==> config.mk <==
export PLATFORM = sky130hd
export DESIGN_NAME = jtag_vector_shifter
export DESIGN_NICKNAME = d
export VERILOG_FILES = /design/src/rtl/jtag_pkg.sv /design/src/rtl/jtag_tck_div.sv /design/src/rtl/jtag_vector_shifter.sv
export SDC_FILE = /design/constraint.sdc
export NUM_CORES = 1
export LEC_CHECK = 0
export CAP_MARGIN = 20
export CORE_UTILIZATION = 52
export CTS_CLUSTER_SIZE = 24
export DETAILED_ROUTE_END_ITERATION = 10
export PLACE_DENSITY = 0.85
export SLEW_MARGIN = 20
export SYNTH_ARGS = -nofsm -noshare
export SYNTH_HDL_FRONTEND = slang
export SYNTH_HIERARCHICAL = 1
export SYNTH_SLANG_ARGS = --single-unit
==> constraint.sdc <==
create_clock -name CLK -period 5.7 [get_ports CLK]
set_input_delay 1.14 -clock CLK [delete_from_list [all_inputs] [get_ports CLK]]
set_output_delay 1.14 -clock CLK [all_outputs]
set_load 0.02 [all_outputs]
==> src/rtl/jtag_pkg.sv <==
// jtag_pkg: shared state encoding and LENGTH width helper for the JTAG vector shifter
package jtag_pkg;

    typedef enum logic [3:0] {
        IDLE = 4'b0001,
        TCKL = 4'b0010,
        TCKH = 4'b0100,
        RESP = 4'b1000
    } state_t;

    function automatic int len_w(input int w);
        return $clog2(w) + 1;
    endfunction

endpackage

==> src/rtl/jtag_tck_div.sv <==
// jtag_tck_div: one-cycle tick every h enabled cycles; counter clears while disabled
module jtag_tck_div #(
    parameter int W = 8
) (
    input  logic         CLK,
    input  logic         RESET,
    input  logic         en,
    input  logic [W-1:0] h,
    output logic         tick
);

    logic [W-1:0] cnt;

    assign tick = en && cnt == h - 1'b1;

    always_ff @(posedge CLK) begin
        if (RESET || !en)
            cnt <= '0;
        else
            cnt <= tick ? '0 : cnt + 1'b1;
    end

endmodule

==> src/rtl/jtag_vector_shifter.sv <==
// jtag_vector_shifter: shifts up to C_VECTOR_WIDTH TMS/TDI bits out on a divided TCK and captures TDO
module jtag_vector_shifter import jtag_pkg::*; #(
    parameter int C_VECTOR_WIDTH = 32,
    parameter int C_DIV_WIDTH    = 8
) (
    input  logic                               CLK,
    input  logic                               RESET,
    input  logic                               CMD_VALID,
    output logic                               CMD_READY,
    input  logic [len_w(C_VECTOR_WIDTH)-1:0]   LENGTH,
    input  logic [C_VECTOR_WIDTH-1:0]          TMS_VECTOR,
    input  logic [C_VECTOR_WIDTH-1:0]          TDI_VECTOR,
    input  logic [C_DIV_WIDTH-1:0]             TCK_HALF,
    input  logic                               ABORT,
    output logic                               RSP_VALID,
    input  logic                               RSP_READY,
    output logic [C_VECTOR_WIDTH-1:0]          TDO_VECTOR,
    output logic                               ERROR,
    output logic                               BUSY,
    output logic                               TCK,
    output logic                               TMS,
    output logic                               TDI,
    input  logic                               TDO
);

    localparam int LW = len_w(C_VECTOR_WIDTH);
    localparam int IW = $clog2(C_VECTOR_WIDTH);

    state_t                    state;
    logic [C_VECTOR_WIDTH-1:0] tms_r, tdi_r;
    logic [LW-1:0]             len_r;
    logic [IW-1:0]             idx;
    logic [C_DIV_WIDTH-1:0]    h_r;
    logic                      tick, last, bad;

    assign BUSY = state != IDLE;
    assign last = LW'(idx) == len_r - 1'b1;
    assign bad  = LENGTH == '0 || LENGTH > LW'(C_VECTOR_WIDTH);

    jtag_tck_div #(.W(C_DIV_WIDTH)) u_div (
        .CLK   (CLK),
        .RESET (RESET),
        .en    (state == TCKL || state == TCKH),
        .h     (h_r),
        .tick  (tick)
    );

    // CMD_READY stays low for the first IDLE cycle after a response
    always_ff @(posedge CLK) begin
        if (RESET) begin
            state      <= IDLE;
            CMD_READY  <= 1'b0;
            RSP_VALID  <= 1'b0;
            ERROR      <= 1'b0;
            TDO_VECTOR <= '0;
            TCK        <= 1'b0;
            TMS        <= 1'b0;
            TDI        <= 1'b0;
        end else begin
            case (state)
                IDLE: begin
                    if (CMD_VALID && CMD_READY) begin
                        tms_r      <= TMS_VECTOR;
                        tdi_r      <= TDI_VECTOR;
                        len_r      <= LENGTH;
                        h_r        <= (TCK_HALF == '0) ? C_DIV_WIDTH'(1) : TCK_HALF;
                        idx        <= '0;
                        TDO_VECTOR <= '0;
                        CMD_READY  <= 1'b0;
                        if (bad) begin
                            state     <= RESP;
                            RSP_VALID <= 1'b1;
                            ERROR     <= 1'b1;
                        end else begin
                            state <= TCKL;
                            TMS   <= TMS_VECTOR[0];
                            TDI   <= TDI_VECTOR[0];
                        end
                    end else begin
                        CMD_READY <= 1'b1;
                    end
                end
                TCKL: begin
                    if (ABORT) begin
                        state     <= IDLE;
                        TCK       <= 1'b0;
                        CMD_READY <= 1'b1;
                    end else if (tick) begin
                        state           <= TCKH;
                        TCK             <= 1'b1;
                        TDO_VECTOR[idx] <= TDO;
                    end
                end
                TCKH: begin
                    if (ABORT) begin
                        state     <= IDLE;
                        TCK       <= 1'b0;
                        CMD_READY <= 1'b1;
                    end else if (tick) begin
                        TCK <= 1'b0;
                        if (last) begin
                            state     <= RESP;
                            RSP_VALID <= 1'b1;
                            ERROR     <= 1'b0;
                        end else begin
                            state <= TCKL;
                            idx   <= idx + 1'b1;
                            TMS   <= tms_r[idx + 1'b1];
                            TDI   <= tdi_r[idx + 1'b1];
                        end
                    end
                end
                RESP: begin
                    if (RSP_READY) begin
                        state     <= IDLE;
                        RSP_VALID <= 1'b0;
                        ERROR     <= 1'b0;
                    end
                end
                default: state <= IDLE;
            endcase
        end
    end

endmodule

# Yosys cells after proc, flatten, opt, wreduce, memory -nomap -nowiden
# Index checks and enable logic that the tools add are counted.
# Widths: inputs -> output; s select.
[word_totals]
regBits = 133
input_bits = 84
mem_bits_ro = 0
memories = 0
wordCells = 123
mem_bits_rw = 0
latch_bits = 0
output_inout_bits = 39
[classes]
shifts = 0
n_mux = 56
bitwise_logic = 1
eq_ne = 20
n_mul = 0
order_cmp = 4
addsub = 4
n_reduce_logical = 24
div = 0
[op_table]
columns = ["cell", "n"]
rows = [
  ["$mux 32", 3],
  ["$pmux 32 s2", 1],
  ["$bwmux 32", 1],
  ["$mux 4", 8],
  ["$mux 1", 28],
  ["$mux 5", 4],
  ["$ne 2x2->1 const B", 8],
  ["$pmux 4 s4", 1],
  ["$lt 5x6->1 const B", 2],
  ["$reduce_and 6->1", 2],
  ["$bmux 1 s5", 2],
  ["$pmux 5 s2", 1],
  ["$add 8x1->8 const B", 1],
  ["$eq 8x8->1", 1],
  ["$logic_not 8->1", 1],
  ["$pmux 1 s2", 4],
  ["$reduce_and 4->1", 2],
  ["$reduce_bool 2->1", 4],
  ["$sub 8x1->8 const B", 1],
  ["$reduce_and 7->1", 1],
  ["$eq 5x6->1", 1],
  ["$gt 6x6->1 const B", 1],
  ["$logic_not 6->1", 1],
  ["$ne 2x1->1 const B", 3],
  ["19 further kinds", 27],
]

# Logic depth before layout (Yosys ltp)
[logic_depth]
ltp_word = 8
depth_mapped = 13
mapped_depth_nobuf = 13

# Modules after synthesis
# The synthesis kept the hierarchy.
[modules_own_cells]
columns = ["module", "instances", "seq_area_each_um2", "area_per_inst_um2", "cells_each"]
rows = [
  ["jtag_vector_shifter", 1, 3333.2, 5565.3, 474],
  ["jtag_tck_div", 1, 160.2, 580.6, 66],
]

# Worst setup path before layout
# Ideal clock, no wire load.
[synth_path]
path_kind = "input to register"
from = "input RESET"
to = "register h_r[0], enable pin"
t_arrival_ps = 4782
path_stages = 3
path_buffers = 2
path_slack_ps = 403
setup_time_ps = 515
cell_sequence = "clkbuf_1 -> clkbuf_1 -> nor2_1"
[synth_between]
elab_chain_cells = 2
[synth_rtl]
columns = ["item", "line", "text"]
rows = [
  ["start, declared", "jtag_vector_shifter.sv:7", "input logic RESET,"],
  ["$not 1->1 (no source line)", "n/a", ""],
  ["$reduce_and 3->1 (no source line)", "n/a", ""],
  ["end signal, assigned", "jtag_vector_shifter.sv:66", "h_r <= (TCK_HALF == '0) ? C_DIV_WIDTH'(1) : TCK_HALF;"],
  ["end, declared", "jtag_vector_shifter.sv:33", "logic [C_DIV_WIDTH-1:0] h_r;"],
]
# Every way passes these cells.
# A chain may end at the register's enable or synchronous reset.

# Worst setup path in the final report
[layout_path]
from = "register idx[0]"
to = "register TMS"
[layout_between]
elab_chain_cells = 7
elab_cells_between_ends = 10
cone_classes = "add/sub (1); eq/ne (2); mux (6); reduce/logical (1)"
[layout_rtl]
columns = ["item", "line", "text"]
rows = [
  ["start, declared", "jtag_vector_shifter.sv:32", "logic [IW-1:0] idx;"],
  ["start signal, assigned", "jtag_vector_shifter.sv:107", "idx <= idx + 1'b1;"],
  ["$add 5x1->5", "jtag_vector_shifter.sv:108", "TMS <= tms_r[idx + 1'b1];"],
  ["$bmux 1 s5", "jtag_vector_shifter.sv:108", ""],
  ["$mux 1 (not written as such)", "jtag_vector_shifter.sv:108", ""],
  ["$mux 1", "jtag_vector_shifter.sv:101", "if (last) begin"],
  ["$mux 1", "jtag_vector_shifter.sv:99", "end else if (tick) begin"],
  ["$mux 1", "jtag_vector_shifter.sv:95", "if (ABORT) begin"],
  ["$pmux 1 s2", "jtag_vector_shifter.sv:60", "case (state)"],
  ["end signal, assigned", "jtag_vector_shifter.sv:76", "TMS <= TMS_VECTOR[0];"],
  ["end signal, assigned", "jtag_vector_shifter.sv:108", ""],
  ["end, declared", "jtag_vector_shifter.sv:21", "output logic TMS,"],
]
# Parallel ways exist; a longest one is shown, timed or not. The select of a mux whose other input is x is not followed.

==> impl_summary.log <==
[metrics] status: complete, no violations
[metrics] number of instances in the synthesized netlist: 540
[metrics] least setup slack across all paths after layout: 1.98 ns
[metrics] number of buffers added by the clock tree synthesis step: 17
[metrics] CP Max Fanout: 21
[metrics] Critical Path Source: idx[0]$_SDFFCE_PN0P_
[metrics] Hold-fix buffers, CTS: 0
[metrics] final WL: approximately 15000 um
[metrics] flip-flop and latch count after synthesis: about 130
[metrics] post-layout power: around 2.3 mW
[metrics] die width: 111 um
[metrics] FF/Latch Area: 3490 um2
[metrics] crit path kind: reg2reg
[metrics] first-pass GRT wire length: 23600 um
[metrics] async set or reset register ratio after synthesis: 0%
[metrics] detailed placer's ending HPWL: 10000 um
[metrics] Hold/Removal Path Class: reg2reg
[metrics] relative max-transition margin: a little over a third
[metrics] Yosys warning count: 6
[metrics] boundary pin count: 123
[metrics] RSZ-0062 raised after global routing: no
[metrics] number of nets in the final layout: ~730
[metrics] CTS tree: yes
[metrics] Antenna Diode Count: 0
[metrics] most frequent cells in the layout: sky130_fd_sc_hd__clkdlybuf4s50_1 (122), sky130_fd_sc_hd__edfxtp_1 (83), sky130_fd_sc_hd__a21oi_1 (70), sky130_fd_sc_hd__nand2_1 (54), sky130_fd_sc_hd__dfxtp_1 (50)
[metrics] Final Hold Slack: 0.478 ns
[metrics] number of I/O port buffers: 122
[metrics] longest individual stage delay on the worst path: 1.02 ns
[metrics] post-detailed-route DRC marker count: 0
[metrics] total global routing overflow: 0
[metrics] data arrival time of the critical path: 3.99 ns
[metrics] maximum level of the CTS H-tree: 4
[metrics] post-route cell area: 7920 um2
[metrics] final cell utilization of the core: 69.0%
[metrics] critical path, cell by cell: inv_1 -> ha_1 -> mux4_2 -> mux4_2 -> a32oi_1 -> a311oi_1
[metrics] fin. max-slew vios: 0
[metrics] number of enable-type register cells in the synthesized netlist: 83
[metrics] number of violations of the max-capacitance limit: 0
[metrics] final estimated routing congestion in global placement: roughly 0.81
[metrics] final setup violating endpoints: 0
[metrics] share of the clock period used by the worst path: 65.2%
[metrics] fraction of layout instances using a drive strength above 1: 8.27%
[metrics] Filler Cells Inserted: ~800
[metrics] distinct cell type count of the synthesized netlist: 60
[metrics] number of standard cells in the final layout excluding fillers: 796
[metrics] worst slack at placement: a little under 2 ns
[metrics] count of clock tree sinks: 133
[metrics] post-CTS sizing: 0
[metrics] Post-Syn Area: 6150 um2
[metrics] detailed-route via count: 4741
[metrics] area grow syn2layout: 28.8%
[metrics] number of nets in the synthesized netlist: 631
[metrics] endpoint required time on the critical path: ~6.0 ns
[metrics] slack of the worst reg-to-reg path: 1.98 ns
[metrics] final count of hold timing violations: 0
[metrics] clock transition at the register clock pins on the worst setup and hold paths after CTS: 0.06 ns
[metrics] Layout Skew: 0.00828 ns
[metrics] minimum period implied by the final worst setup slack: around 3.7 ns
[metrics] clock tree buffer depth: 2
[metrics] maximum number of pins on one net before global-route repair: 49
[metrics] Synth Area per Inst: 11.4 um2
[metrics] total routing usage reported by global routing: 24.9%
[metrics] most common cell type on the critical path: sky130_fd_sc_hd__mux4_2
[metrics] number of antenna-violating nets in the routed design: 0
[metrics] DRC marker count from the first detailed-route iteration: around 420
[metrics] Worst Tran Pin Value: 0.979 ns
[metrics] share of synthesized area occupied by flip-flops and latches: 56.8%
[metrics] multi-input logic area: ~2400 um2
[metrics] worst setup path endpoint: TMS$_SDFFE_PP0P_
[metrics] initial cell density of the core: 53.6%
[metrics] via count of the first global-routing pass: 4616
[metrics] number of core rows: 39
[metrics] element type at the critical path start: register
[metrics] prevailing post-synth register cell: sky130_fd_sc_hd__edfxtp_1
[metrics] Worst VDD drop: 198 uV
[metrics] most common library cell in the layout ignoring fill and taps: sky130_fd_sc_hd__clkdlybuf4s50_1
[metrics] antenna violations before repair: 0
[metrics] first-pass iteration count of the detailed router: 5
[metrics] Setup TNS: 0 ns
[metrics] destination of the worst register-to-register timing path: TMS$_SDFFE_PP0P_
[metrics] Leak Pwr: 2.68 nW
[metrics] Cell Pwr Density: just under 300 nW/um2
[metrics] Worst Setup End Kind: register
[metrics] depth of the most critical reg-to-reg path: 6
[metrics] maximum clock frequency: about 270 MHz
[metrics] Die Ht: about 110 um
[metrics] startpoint of the most critical register-to-register path: idx[0]$_SDFFCE_PN0P_
[metrics] number of placed instances with taps included: 764
[metrics] standard cell area after detailed placement: 7370 um2
[metrics] DIE AREA: 12300 um2
[metrics] Slowest cell on crit path: sky130_fd_sc_hd__ha_1
[metrics] clk_lat worst skew: 0.41 ns
[metrics] clock root buffer master: sky130_fd_sc_hd__clkbuf_16
[metrics] mean number of vias per cell: about 6.0
[metrics] routed wire length per instance: 18.5 um
[metrics] count of buffers added by post-CTS timing repair for setup: 0
[metrics] total core area: 11500 um2
==> synth_stat cells, drive strengths merged (4+ instances only) <==
library cell	instances	area, um2
a211oi	8	60.1
a21oi	70	350
a311oi	4	35.0
a31oi	6	37.5
and2	10	62.6
and3	6	37.5
buf	19	115
clkbuf	26	97.6
dfxtp	50	1000
edfxtp	83	2490
ha	7	87.6
inv	12	45.0
mux2i	6	60.1
mux4	15	338
nand2	54	203
nand2b	7	43.8
nand3	8	52.6
nor2	23	86.3
nor2b	4	25.0
nor3	14	75.1
nor4	4	40.0
o21ai	38	190
xnor2	18	158
xor2	9	78.8
==> area by class of cell <==
class | count | area share, %
sequential | 133 | 44.1
multi-input combinational | 350 | 30.4
timing repair buffer | 126 | 15.8
clock buffer | 21 | 5.56
tap | 143 | 2.26
clock inverter | 11 | 1.31
inverter | 12 | 0.569
==> state kept, by name (all words and copies together) (netlist names) <==
register    cells
CMD_READY       1
TDO_VECTOR     32
state           4
tdi_r          32
tms_r          32
idx             5
u_div/cnt       8
TCK             1
RSP_VALID       1
TMS             1
TDI             1
len_r           6
h_r             8
ERROR           1
==> kinds of logic after synthesis <==
logic type / after synthesis / share of synthesized area, %
compound gates: 152 / 14.8
simple gates: 142 / 12.0
flops: 133 / 56.8
buf+inv: 57 / 4.19
xor+xnor: 28 / 4.21
mux: 21 / 6.47
fa+ha+maj: 7 / 1.43
==> worst min-delay path by stage <==
stage,startpoint,to,cells past startpoint,slack (ns)
final,TDO_VECTOR[29]$_SDFFE_PP0P_,TDO_VECTOR[29]$_SDFFE_PP0P_,2,0.48
after global routing,TDO_VECTOR[21]$_SDFFE_PP0P_,TDO_VECTOR[21]$_SDFFE_PP0P_,2,0.50
after CTS,TDO_VECTOR[29]$_SDFFE_PP0P_,TDO_VECTOR[29]$_SDFFE_PP0P_,2,0.48
after detailed placement,TDO_VECTOR[29]$_SDFFE_PP0P_,TDO_VECTOR[29]$_SDFFE_PP0P_,2,0.47
after global placement,TDO_VECTOR[4]$_SDFFE_PP0P_,TDO_VECTOR[4]$_SDFFE_PP0P_,2,0.46
after floorplan,u_div/cnt[0]$_SDFF_PP0_,u_div/cnt[0]$_SDFF_PP0_,1,0.46
==> where the power goes <==
part	internal, mW	switching (mW)	total [mW]	leakage [nW]
clock	0.600	0.402	1.00	0.251
combinational	0.120	0.119	0.239	1.27
sequential	1.06	0.0252	1.09	1.16
total	1.78	0.546	2.33	2.68
==> critical path, delay by kind of cell (launching register included) <==
kind / cells / cell delay, ns
flops: 1 / 0.87
compound gates: 2 / 0.26
mux: 2 / 1.09
fa+ha+maj: 1 / 1.02
buf+inv: 1 / 0.32
==> metal layers <==
| metal | up-vias | global-route usage, % | wire length [um] |
|---|---|---|---|
| li1 | 2200 | - | - |
| met1 | 2266 | 30.8 | 5920 |
| met2 | 244 | 41.8 | 7390 |
| met3 | 31 | 6.62 | 1070 |
| met4 | 0 | 9.78 | 351 |
| met5 | - | 0 | 0 |
Power figures use the tool's default switching activity.
